**config.mk**
```make
export PLATFORM = sky130hd
export DESIGN_NAME = vector_op_dispatch
export DESIGN_NICKNAME = d
export VERILOG_FILES = /design/src/rtl/vector_op_dispatch.sv
export SDC_FILE = /design/constraint.sdc
export NUM_CORES = 1
export LEC_CHECK = 0
export BUFFER_PORTS_ARGS = -buffer_cell sky130_fd_sc_hd__buf_2
export CELL_PAD_IN_SITES_DETAIL_PLACEMENT = 1
export CELL_PAD_IN_SITES_GLOBAL_PLACEMENT = 2
export CORE_UTILIZATION = 27
export CTS_BUF_LIST = sky130_fd_sc_hd__clkbuf_4 sky130_fd_sc_hd__clkbuf_8
export DETAILED_ROUTE_END_ITERATION = 16
export GPL_TIMING_DRIVEN = 0
export PLACE_DENSITY_LB_ADDON = 0.1
export SLEW_MARGIN = 25
export SYNTH_ARGS = -nofsm -noshare
export SYNTH_HDL_FRONTEND = slang
export SYNTH_SLANG_ARGS = --single-unit
```
**constraint.sdc**
```tcl
create_clock -name clk -period 3.5 [get_ports clk]
set_input_delay 0.175 -clock clk [delete_from_list [all_inputs] [get_ports clk]]
set_output_delay 0.175 -clock clk [all_outputs]
set_load 0.01 [all_outputs]
```
**src/rtl/vector_op_dispatch.sv**
```systemverilog
// vector_op_dispatch
//   Sequencer in front of a tiled vector arithmetic unit. It takes one operand
//   pair per transaction, registers it and pulses op_start. It then waits for
//   the unit's op_valid and presents the captured result downstream.
//   A bounded wait counter turns a unit that never answers into a zero result
//   flagged by out_timeout. This keeps the consumer from hanging.
//
// Ports
//   clk, rst              clock / async active-high reset
//   in_valid, in_ready    operand handshake (a, b packed by cell)
//   op_start, op_a, op_b  start pulse and registered operands to the unit
//   op_result, op_valid   unit response
//   out_valid, out_ready  result handshake (result, out_timeout)
//   busy                  transaction in flight (state != IDLE)
module vector_op_dispatch #(
    parameter int VECTOR_LEN        = 5,
    parameter int A_CELL_WIDTH      = 8,
    parameter int B_CELL_WIDTH      = 8,
    parameter int RESULT_CELL_WIDTH = 8,
    parameter int TIMEOUT           = 64,
    parameter int TIMEOUT_WIDTH     = 7
) (
    input  logic                                   clk,
    input  logic                                   rst,
    input  logic                                   in_valid,
    output logic                                   in_ready,
    input  logic [VECTOR_LEN*A_CELL_WIDTH-1:0]      a,
    input  logic [VECTOR_LEN*B_CELL_WIDTH-1:0]      b,
    output logic                                   op_start,
    output logic [VECTOR_LEN*A_CELL_WIDTH-1:0]      op_a,
    output logic [VECTOR_LEN*B_CELL_WIDTH-1:0]      op_b,
    input  logic [VECTOR_LEN*RESULT_CELL_WIDTH-1:0] op_result,
    input  logic                                   op_valid,
    output logic                                   out_valid,
    input  logic                                   out_ready,
    output logic [VECTOR_LEN*RESULT_CELL_WIDTH-1:0] result,
    output logic                                   out_timeout,
    output logic                                   busy
);

    typedef enum logic [1:0] {
        S_IDLE  = 2'd0,
        S_ISSUE = 2'd1,
        S_WAIT  = 2'd2,
        S_HOLD  = 2'd3
    } state_t;

    localparam logic [TIMEOUT_WIDTH-1:0] CNT_LAST = TIMEOUT_WIDTH'(TIMEOUT - 1);

    state_t                                              r_state;
    state_t                                              w_next;
    logic [TIMEOUT_WIDTH-1:0]                            r_cnt;
    logic [VECTOR_LEN*A_CELL_WIDTH-1:0]                  r_op_a;
    logic [VECTOR_LEN*B_CELL_WIDTH-1:0]                  r_op_b;
    logic [VECTOR_LEN-1:0][RESULT_CELL_WIDTH-1:0]        r_res;
    logic                                                r_timeout;

    logic w_accept;
    logic w_capture;
    logic w_expire;

    assign w_accept  = (r_state == S_IDLE) && in_valid;
    // A response in the last WAIT cycle beats the timeout.
    assign w_capture = (r_state == S_WAIT) && op_valid;
    assign w_expire  = (r_state == S_WAIT) && !op_valid && (r_cnt == CNT_LAST);

    // ---------------- state register ----------------
    always_ff @(posedge clk or posedge rst) begin
        if (rst) r_state <= S_IDLE;
        else     r_state <= w_next;
    end

    // ---------------- next-state ----------------
    always_comb begin
        w_next = r_state;
        case (r_state)
            S_IDLE:  if (in_valid) w_next = S_ISSUE;
            S_ISSUE: w_next = S_WAIT;
            S_WAIT:  if (w_capture || w_expire) w_next = S_HOLD;
            S_HOLD:  if (out_ready) w_next = S_IDLE;
            default: w_next = S_IDLE;
        endcase
    end

    // ---------------- operands and wait counter ----------------
    always_ff @(posedge clk or posedge rst) begin
        if (rst) begin
            r_op_a <= '0;
            r_op_b <= '0;
            r_cnt  <= '0;
        end else begin
            if (w_accept) begin
                r_op_a <= a;
                r_op_b <= b;
            end
            if (r_state == S_ISSUE)     r_cnt <= '0;
            else if (r_state == S_WAIT) r_cnt <= r_cnt + 1'b1;
        end
    end

    // ---------------- result capture, one register per cell ----------------
    for (genvar gi = 0; gi < VECTOR_LEN; gi++) begin : g_cell
        always_ff @(posedge clk or posedge rst) begin
            if (rst)            r_res[gi] <= '0;
            else if (w_capture) r_res[gi] <= op_result[gi*RESULT_CELL_WIDTH +: RESULT_CELL_WIDTH];
            else if (w_expire)  r_res[gi] <= '0;
        end
    end

    always_ff @(posedge clk or posedge rst) begin
        if (rst)            r_timeout <= 1'b0;
        else if (w_capture) r_timeout <= 1'b0;
        else if (w_expire)  r_timeout <= 1'b1;
    end

    // ---------------- outputs: pure state decodes / registers ----------------
    assign in_ready    = (r_state == S_IDLE);
    assign op_start    = (r_state == S_ISSUE);
    assign out_valid   = (r_state == S_HOLD);
    assign busy        = (r_state != S_IDLE);
    assign op_a        = r_op_a;
    assign op_b        = r_op_b;
    assign result      = r_res;
    assign out_timeout = r_timeout;

endmodule
```
* After elaboration in Yosys (flattened, before gate mapping)
Index checks and enable logic that the tools add are counted.
Widths: inputs -> output; s select.
** Word-level totals
- Register bits after elaboration :: 130
- Input bits :: 125
- Output and inout bits :: 125
** Cells by class
- $add $sub $neg :: 1
- Eq/ne operators :: 7
- Multiplexer cells :: 14
- Reductions and logical operators :: 11
** Operators by type and width (count)
- $mux 8 :: 6
- $mux 7 :: 2
- $pmux 2 s4 :: 1
- $add 7x1->7 const B :: 1
- $eq 7x6->1 const B :: 1
- $mux 2 :: 3
- $reduce_bool 2->1 :: 3
- $eq 2x2->1 const B :: 2
- $logic_and 1x1->1 :: 4
- $ne 2x2->1 const B :: 2
- $reduce_and 3->1 :: 1
- $eq 2x1->1 const B :: 1
- $logic_not 2->1 :: 1
- $mux 1 :: 2
- $ne 2x1->1 const B :: 1
- $logic_not 1->1 :: 1
- $logic_or 1x1->1 :: 1

* Depth between registers and ports, before layout
Gate-level depths: netlist (run 1).
- Depth in word-level cells :: 6
- Mapped depth :: 7
- Depth with buffers taken out :: 5

* Least setup slack after synthesis (run 1)
No wires, ideal clock.
- Path kind :: reg2reg
- From :: register r_state[0]
- To :: register r_state[0]
- Library setup time :: 120 ps
- Data arrival time :: 1442 ps
- Slack :: 1938 ps
- Cell stages (with the launch flop) :: 6
- Buffers on the path :: 0
- Path through :: dfrtp_1 -> inv_1 -> ha_1 -> nor2b_1 -> or4_1 -> and3_1
** RTL lines
- from (decl) :: RTL line 50 : state_t r_state;
- from (signal assigned) :: RTL line 70 : else r_state <= w_next;
- $logic_not 2->1 (*)
- net in_ready :: RTL line 26 : output logic in_ready,
- $ne 2x2->1 (no line)
- $reduce_and 3->1 (no line)
The timed path passes the listed nets; every way through them passes the cells marked *.
A chain may end at the register's enable or synchronous reset.

* Worst setup path in the final report (run 1)
- From :: register r_state[0]
- To :: register r_op_a[17], in the netlist op_a[17]
** Between the ends
- Cells in the longest elaborated chain, start to end :: 2
** RTL lines
- $logic_not 2->1 :: RTL line 62 : assign w_accept = (r_state == S_IDLE) && in_valid;
- $logic_and 1x1->1 :: RTL line 62
- to (signal assigned) :: RTL line 88 : r_op_a <= '0;
- to (signal assigned) :: RTL line 93 : r_op_a <= a;
- to (decl) :: RTL line 53 : logic [VECTOR_LEN*A_CELL_WIDTH-1:0] r_op_a;
No other way between the ends.

==> results of run 1 <==
[sequential cells by signal, summed over array words and instances (netlist names)]
name         count
r_cnt            7
r_state          2
op_a            40
result          40
out_timeout      1
op_b            40
[worst max-delay path, cell delays in order (launching register included)]
cell and delay, ns:
sky130_fd_sc_hd__dfrtp_1 0.39, sky130_fd_sc_hd__inv_1 0.12, sky130_fd_sc_hd__ha_1 0.27, sky130_fd_sc_hd__nand2_1 0.31
sky130_fd_sc_hd__buf_2 0.34, sky130_fd_sc_hd__mux2_2 0.38
[layout make-up]
| class | count | area share, % |
|---|---|---|
| timing repair buffer | 375 | 29.7 |
| clock buffer | 19 | 3.04 |
| sequential | 130 | 37.8 |
| tap | 265 | 3.86 |
| buffer | 27 | 1.54 |
| multi-input combinational | 247 | 22.3 |
| clock inverter | 11 | 1.22 |
| inverter | 10 | 0.480 |
[cell families after synthesis]
kind of cell,Yosys count,synth area share (%)
compound gates,96,11.5
xor+xnor,1,0.164
fa+ha+maj,6,1.41
buf+inv,37,3.19
flops,130,60.9
mux,82,17.3
simple gates,62,5.53
[synth_stat cells]
| cell | number | area, sq um |
|---|---|---|
| sky130_fd_sc_hd__nand3_2 | 1 | 10.0 |
| sky130_fd_sc_hd__a311oi_1 | 1 | 8.76 |
| sky130_fd_sc_hd__or3_1 | 1 | 6.26 |
| sky130_fd_sc_hd__dfrtp_1 | 130 | 3250 |
| sky130_fd_sc_hd__a22oi_1 | 41 | 308 |
| sky130_fd_sc_hd__a2bb2oi_1 | 1 | 8.76 |
| sky130_fd_sc_hd__a311o_1 | 1 | 10.0 |
| sky130_fd_sc_hd__nand3b_1 | 2 | 15.0 |
| sky130_fd_sc_hd__clkbuf_1 | 10 | 37.5 |
| sky130_fd_sc_hd__nor2_2 | 1 | 6.26 |
| sky130_fd_sc_hd__buf_2 | 9 | 45.0 |
| sky130_fd_sc_hd__nor2_1 | 3 | 11.3 |
| sky130_fd_sc_hd__nand2_1 | 42 | 158 |
| sky130_fd_sc_hd__nand3b_2 | 1 | 11.3 |
| sky130_fd_sc_hd__a21oi_1 | 1 | 5.00 |
| sky130_fd_sc_hd__o21ai_1 | 8 | 40.0 |
| sky130_fd_sc_hd__o22ai_1 | 2 | 12.5 |
| sky130_fd_sc_hd__clkbuf_2 | 4 | 20.0 |
| sky130_fd_sc_hd__o211ai_1 | 1 | 7.51 |
| sky130_fd_sc_hd__ha_1 | 6 | 75.1 |
| sky130_fd_sc_hd__mux2i_1 | 1 | 10.0 |
| sky130_fd_sc_hd__o2111ai_1 | 2 | 17.5 |
| sky130_fd_sc_hd__buf_4 | 4 | 30.0 |
| sky130_fd_sc_hd__o21ai_0 | 36 | 180 |
| sky130_fd_sc_hd__nor2b_1 | 3 | 18.8 |
| sky130_fd_sc_hd__inv_1 | 9 | 33.8 |
| sky130_fd_sc_hd__or4_1 | 1 | 7.51 |
| sky130_fd_sc_hd__o21a_1 | 1 | 7.51 |
| sky130_fd_sc_hd__and3_1 | 3 | 18.8 |
| sky130_fd_sc_hd__nand4_2 | 1 | 12.5 |
| sky130_fd_sc_hd__or3b_1 | 1 | 8.76 |
| sky130_fd_sc_hd__and2_1 | 1 | 6.26 |
| sky130_fd_sc_hd__mux2_2 | 81 | 912 |
| sky130_fd_sc_hd__clkinv_1 | 1 | 3.75 |
| sky130_fd_sc_hd__nor3_1 | 1 | 5.00 |
| sky130_fd_sc_hd__o211a_1 | 1 | 10.0 |
| sky130_fd_sc_hd__xor2_1 | 1 | 8.76 |
[per-layer routing]
metal  GRT usage, %  vias to the layer above  share of wire [%]  routed length [um]
li1               -                     2265                  -                   -
met1           20.6                     2343                 41                7060
met2           28.9                      150                 51                8610
met3           4.59                       29                5.6                 946
met4           7.70                        0                2.4                 409
met5              0                        -                  0                   0
[placed cells by master (no fill, tap or decap), types with 3 or more instances in the layout]
cell                              n
sky130_fd_sc_hd__buf_4            4
sky130_fd_sc_hd__mux2_2          81
sky130_fd_sc_hd__dfrtp_1        130
sky130_fd_sc_hd__clkbuf_8        19
sky130_fd_sc_hd__nor2b_1          3
sky130_fd_sc_hd__clkinvlp_4       5
sky130_fd_sc_hd__o21ai_0         36
sky130_fd_sc_hd__clkbuf_2         4
sky130_fd_sc_hd__and3_1           3
sky130_fd_sc_hd__buf_12           3
sky130_fd_sc_hd__a22oi_1         41
sky130_fd_sc_hd__clkbuf_1        10
sky130_fd_sc_hd__o21ai_1          8
sky130_fd_sc_hd__inv_6            3
sky130_fd_sc_hd__buf_2          258
sky130_fd_sc_hd__nor2_1           3
sky130_fd_sc_hd__inv_1            8
sky130_fd_sc_hd__nand2_1         42
sky130_fd_sc_hd__dlygate4sd3_1  122
sky130_fd_sc_hd__ha_1             6
[how the worst min path moves through the flow]
stage	slack, ns	cells past startpoint	from	to
global route	0.19	4	out_ready	r_state[1]
CTS	0.13	4	out_ready	r_state[1]
global placement	0.38	2	op_valid	out_timeout
finish	0.18	4	out_ready	r_state[1]
detailed placement	0.31	2	rst	op_a[11]
floorplan	0.26	1	op_valid	out_timeout
[report_power, final]
group          total [mW]  leakage, nW  internal (mW)  switching (mW)
Combinational        2.90         2.37           1.46            1.44
Sequential           2.62         1.48           2.21           0.411
Clock                1.22        0.177          0.595           0.624
[through the flow]
step | hold WS (ns) | instances | utilization [%]
floorplan | 0.264 | 414 | -
global placement | 0.381 | 928 | 35.7
detailed placement | 0.307 | 932 | 36.1
CTS | 0.125 | 1084 | 44.3
global route | 0.193 | 1084 | 44.3
finish | 0.176 | 1084 | 44.3
==> impl_results.rst, run 1 <==
.. list-table::
   :header-rows: 1

   * - Metric
     - Value
   * - Number of DRC violations after detailed routing
     - 0
   * - # Post-CTS Setup Buffers
     - 0
   * - Endpoint of the worst-slack reg-to-reg timing path
     - op_a[17]
   * - Wire length per cell after detailed routing
     - between 15 and 20 um
   * - Net count after synthesis
     - 545
   * - Fin worst setup slack
     - about 1.6 ns
   * - Area added between synthesis and finish
     - 61.0%
   * - Power consumption
     - slightly below 7 mW
   * - Final Max Slew Viols
     - 0
   * - Die Footprint
     - a little over 20000 sq um
   * - Endpoint type of the worst setup path
     - register
   * - Post-route clock period utilization
     - a little over half
   * - Clock Tree Root
     - sky130_fd_sc_hd__clkbuf_8
   * - DIE WIDTH
     - 143 um
   * - Final weighted congestion in routability-driven placement
     - about 0.72
   * - Filler cell count
     - approximately 2200
   * - Power Density
     - approximately 780 nW/um^2
   * - Fin Clk Skew
     - about 0.011 ns
   * - Yosys warnings
     - 0
   * - Unrepaired setup endpoints after global routing
     - false
   * - Via count normalized by instance count
     - roughly 4.4
   * - Kind of start point of the critical path
     - register
   * - Sequential element share of the synthesized area
     - between 60% and 70%
   * - Max Buffers Root-to-Sink
     - 2
   * - LEAKAGE
     - just over 4 nW
   * - Global-route wire length before repair
     - roughly 27000 um
   * - Max Freq
     - 523 MHz
   * - Average cell area after synthesis
     - around 13 sq um
   * - Path depth of the worst reg2reg path
     - 5
   * - Launching element of the worst setup path
     - r_state[0]
   * - Post-layout instance area
     - around 8600 sq um
   * - # diodes
     - 0
   * - Relative slew margins
     - between 50% and 60%
   * - Total of cells resized after clock tree synthesis
     - 0
   * - Worst hold path type
     - in -> reg
   * - Fraction of layout cells with a size suffix above 1
     - 47.1%
   * - Synth unique cells
     - 37
   * - Number of primary I/O pins
     - between 200 and 300
   * - Post-CTS Hold Buffers
     - around 120
   * - Overflow left after global routing
     - 0
   * - Slack of the worst reg-to-reg path
     - 1.59 ns
   * - Post-synthesis cell count
     - between 400 and 500
   * - Nets
     - between 900 and 1000
   * - Highest net fanout along the worst path
     - 10
   * - Overall global routing resource usage
     - between 15 and 20%
   * - Max capacitance violation total
     - 0
   * - Initial antenna violation count
     - 0
   * - Setup_tns
     - 0 ns
   * - Detailed Route WL
     - 17000 um
   * - Die outline height
     - between 100 and 150 um
   * - Total setup violations reported at the end of the flow
     - 0
   * - Clock tree from TritonCTS
     - yes
   * - Worst VDD drop
     - about 0.39 mV
   * - Starting density of the core
     - 27.5%
   * - Total number of placement rows
     - between 50 and 60
   * - Clock input transition at the sequential cells of the worst setup and hold paths
     - about 0.080 ns
   * - Worst setup endpoint
     - op_a[17]
   * - Number of detailed-routing iterations run before antenna repair
     - 4
   * - Start-to-end type of the worst setup path
     - reg -> reg
   * - Mapped Area
     - approximately 5300 sq um
   * - Number of global-route vias before repair
     - 5143
   * - Worst EP arrival
     - 2.24 ns
   * - Instance area at placement
     - 7010 sq um
   * - Placed wire-length estimate
     - between 10000 and 15000 um
   * - Worst Setup Slack post-DPL
     - between 1.5 and 2 ns
   * - Combined flip-flop and latch cell area
     - ~3300 sq um
   * - Worst-Skew Late Latency
     - approximately 0.44 ns
   * - Time the final worst path needs with I/O delays and setup
     - roughly 1.9 ns
   * - Initial DRC Count
     - 75
   * - Critical path data required time
     - approximately 3.8 ns
   * - Origin of the critical flop-to-flop path
     - r_state[0]
   * - PortBufs
     - 249
   * - Register bit total from synthesis
     - between 100 and 150
   * - CTS H-tree lvls
     - 4
   * - Tightest Pin Transition
     - ~0.66 ns
   * - Total number of clock tree sinks
     - 130
   * - Multi-input gate area
     - 1920 sq um
   * - TritonCTS buffer count
     - 17
   * - Outcome
     - complete, no violations
   * - Number of hold-slack violations in the final timing report
     - 0
   * - DRT antenna net count
     - 0
   * - Core area
     - between 15000 and 20000 sq um
   * - Largest net degree at the start of global routing
     - 30
   * - Via count
     - 4787
Power figures use the tool's default switching activity.
==> inputs of run 2 (changes only) <==
==> constraint.sdc (replaced) <==
create_clock -name clk -period 1.5 [get_ports clk]
set_input_delay 0.075 -clock clk [delete_from_list [all_inputs] [get_ports clk]]
set_output_delay 0.075 -clock clk [all_outputs]
set_load 0.01 [all_outputs]
==> run 2 against run 1 <==
The run now ends with negative setup slack left. Die area unchanged. Fmax increased by 23%. Cell count increased by 1.7%. Via count increased by 4.0%. Sequential cell count unchanged. Critical path depth unchanged. Worst setup slack got worse by 1.6 ns. Clock skew increased by 0.0018 ns. Count of clock-buffer cells in the layout decreased by 1. Sequential power increased by 140%. Clock power increased to 2.6 times the previous value. Largest power group unchanged. Highest routed layer unchanged.
==> impl_results.rst, run 2 (same netlist as run 1, synthesis figures left out) <==
.. list-table::
   :header-rows: 1

   * - Metric
     - Value
   * - Outcome
     - complete, but fails checks
   * - Violations in the final reports
     - negative setup slack
   * - Time the final worst path needs with I/O delays and setup
     - between 1.5 and 2 ns
   * - Worst VDD drop
     - 0.788 mV
   * - Largest net degree at the start of global routing
     - 30
   * - Setup_tns
     - -0.447 ns
   * - Critical-path cell list
     - buf_4 > ha_2 > nor2b_4 > or4_1 > and3_4
   * - Number of buffer and inverter stages on the critical path
     - 1
   * - Design internal power
     - about 11 mW
   * - Power share of the combinational group
     - 47.4%
   * - Number of primary I/O pins
     - 250
   * - DRT antenna net count
     - 0
   * - Highest net fanout along the worst path
     - 4
   * - Total number of clock tree sinks
     - 130
   * - Worst hold slack after final layout
     - about 0.072 ns
   * - LEAKAGE
     - 4.26 nW
   * - Max Buffers Root-to-Sink
     - 2
   * - Worst hold path type
     - in -> reg
   * - Sw Share
     - 36.6%
   * - Register share of total power
     - between 30% and 40%
   * - Initial DRC Count
     - ~110
   * - Unrepaired setup endpoints after global routing
     - true
   * - Worst-Skew Late Latency
     - 0.43 ns
   * - Global-route wire length before repair
     - 28000 um
   * - Via count normalized by instance count
     - about 4.5
   * - Fraction of layout cells with a size suffix above 1
     - 55.8%
   * - Final Max Slew Viols
     - 0
   * - Max capacitance violation total
     - 0
   * - Initial antenna violation count
     - 0
   * - TritonCTS buffer count
     - 17
   * - Die Footprint
     - a little over 20000 sq um
   * - Fin worst setup slack
     - -0.0572 ns
   * - # diodes
     - 0
   * - Power Density
     - between 1500 and 2000 nW/um^2
   * - Kind of start point of the critical path
     - register
   * - Post-Layout Cell Count
     - 1102
   * - Commonest cells after routing, fill and taps aside
     - sky130_fd_sc_hd__buf_2, sky130_fd_sc_hd__dfrtp_1, sky130_fd_sc_hd__dlygate4sd3_1
   * - Area added between synthesis and finish
     - 74.3%
   * - Number of DRC violations after detailed routing
     - 0
   * - Tightest Pin Transition
     - around 0.54 ns
   * - Max Freq
     - roughly 640 MHz
   * - Slack of the worst reg-to-reg path
     - -0.06 ns
   * - Clock Tree Root
     - sky130_fd_sc_hd__clkbuf_8
   * - Wire length per cell after detailed routing
     - 16.6 um
   * - Instance area at placement
     - approximately 7000 sq um
   * - Endpoint type of the worst setup path
     - register
   * - Critical path data required time
     - 1.83 ns
   * - DIE WIDTH
     - 143 um
   * - Fin Clk Skew
     - roughly 0.013 ns
   * - Number of detailed-routing iterations run before antenna repair
     - 5
   * - Number of hold-slack violations in the final timing report
     - 0
   * - Detailed Route WL
     - approximately 18000 um
   * - Core area
     - ~19000 sq um
   * - Post-route clock period utilization
     - 104%
   * - Clock tree from TritonCTS
     - yes
   * - Starting density of the core
     - about 28%
   * - Clock input transition at the sequential cells of the worst setup and hold paths
     - approximately 0.090 ns
   * - Relative slew margins
     - 64.1%
   * - Placed Cells
     - slightly above 900
   * - PortBufs
     - roughly 250
   * - Total setup violations reported at the end of the flow
     - 54
   * - Die outline height
     - 143 um
   * - CTS H-tree lvls
     - 4
   * - Net switching power
     - about 6.5 mW
   * - Proportion of power drawn by the clock network
     - 17.6%
   * - Final weighted congestion in routability-driven placement
     - 0.707
   * - Most common cell after layout, fill and taps aside
     - sky130_fd_sc_hd__buf_2
   * - Number of global-route vias before repair
     - roughly 5500
   * - Post-layout instance area
     - 9310 sq um
   * - Top delay family on crit path
     - simple AND/OR/NAND/NOR gates
   * - Worst EP arrival
     - 1.89 ns
   * - Slowest Stage Delay on Critical Path
     - between 0.4 and 0.5 ns
   * - Start-to-end type of the worst setup path
     - reg -> reg
   * - Library cell contributing the largest single delay on the critical path
     - sky130_fd_sc_hd__dfrtp_1
   * - Overall global routing resource usage
     - about 18%
   * - Overflow left after global routing
     - 0
   * - Total number of placement rows
     - 51
   * - Final Util
     - 48.0%
   * - Nets
     - 955
   * - Placed wire-length estimate
     - 12900 um
   * - Via count
     - 4980
## run 2: final timing paths
kind                                  from         end  cells after the start
worst max-delay path            r_state[0]  r_state[0]                      5
worst min-delay path             out_ready  r_state[1]                      4
worst max register to register  r_state[0]  r_state[0]                      5
worst min register to register     op_b[7]     op_b[7]                      1
max in group asynchronous              rst  result[36]                      6
min in group asynchronous              rst    op_a[35]                      3
## run 2: final cells by class
class	instances	area [sq um]
fillers	2153	10100
flip-flops and latches	130	3250
repair buffers	392	2750
multi-input cells	247	2230
well taps	265	332
plain buffers	26	283
clock buffers	18	241
clock inverters	14	169
inverters	10	47.5
## run 2: timing repair
item,4_1_cts,5_1_grt
gates resized for setup,60,87
setup buffers,6,8
pin swaps,5,18
hold buffers,122,0
gates cloned,0,2
setup endpoints to repair,128,127
endpoints found under the hold margin,142,0
## run 2: tightest hold or removal path, stage by stage
cell and delay (ns):
sky130_fd_sc_hd__buf_2 0.11, sky130_fd_sc_hd__nor2b_4 0.04, sky130_fd_sc_hd__o21ai_0 0.13, sky130_fd_sc_hd__o211ai_1 0.09
## run 2: per-stage QoR
stage	setup WS, ns	total power, mW
2_1_floorplan	-0.184	10.0
3_3_place_gp	-1.17	12.6
3_5_place_dp	-0.399	12.9
4_1_cts	-0.0931	16.9
5_1_grt	-0.118	19.0
6_report	-0.0572	17.8
## run 2: routing by layer
metal	vias up	track usage [%]	part of all wire [%]
met2	147	32.8	53
li1	2308	-	-
met5	-	0	0
met4	0	7.19	2.9
met3	32	4.96	5.2
met1	2493	19.8	39
## run 2: power groups by stage
stage               Clock [mW]  Sequential [mW]  Combinational (mW)
finish                    3.13             6.21                8.44
global route              3.40             6.46                9.13
CTS                       3.25             6.14                7.49
detailed placement           0             6.19                6.70
global placement             0             6.09                6.47
floorplan                    0             6.84                3.17
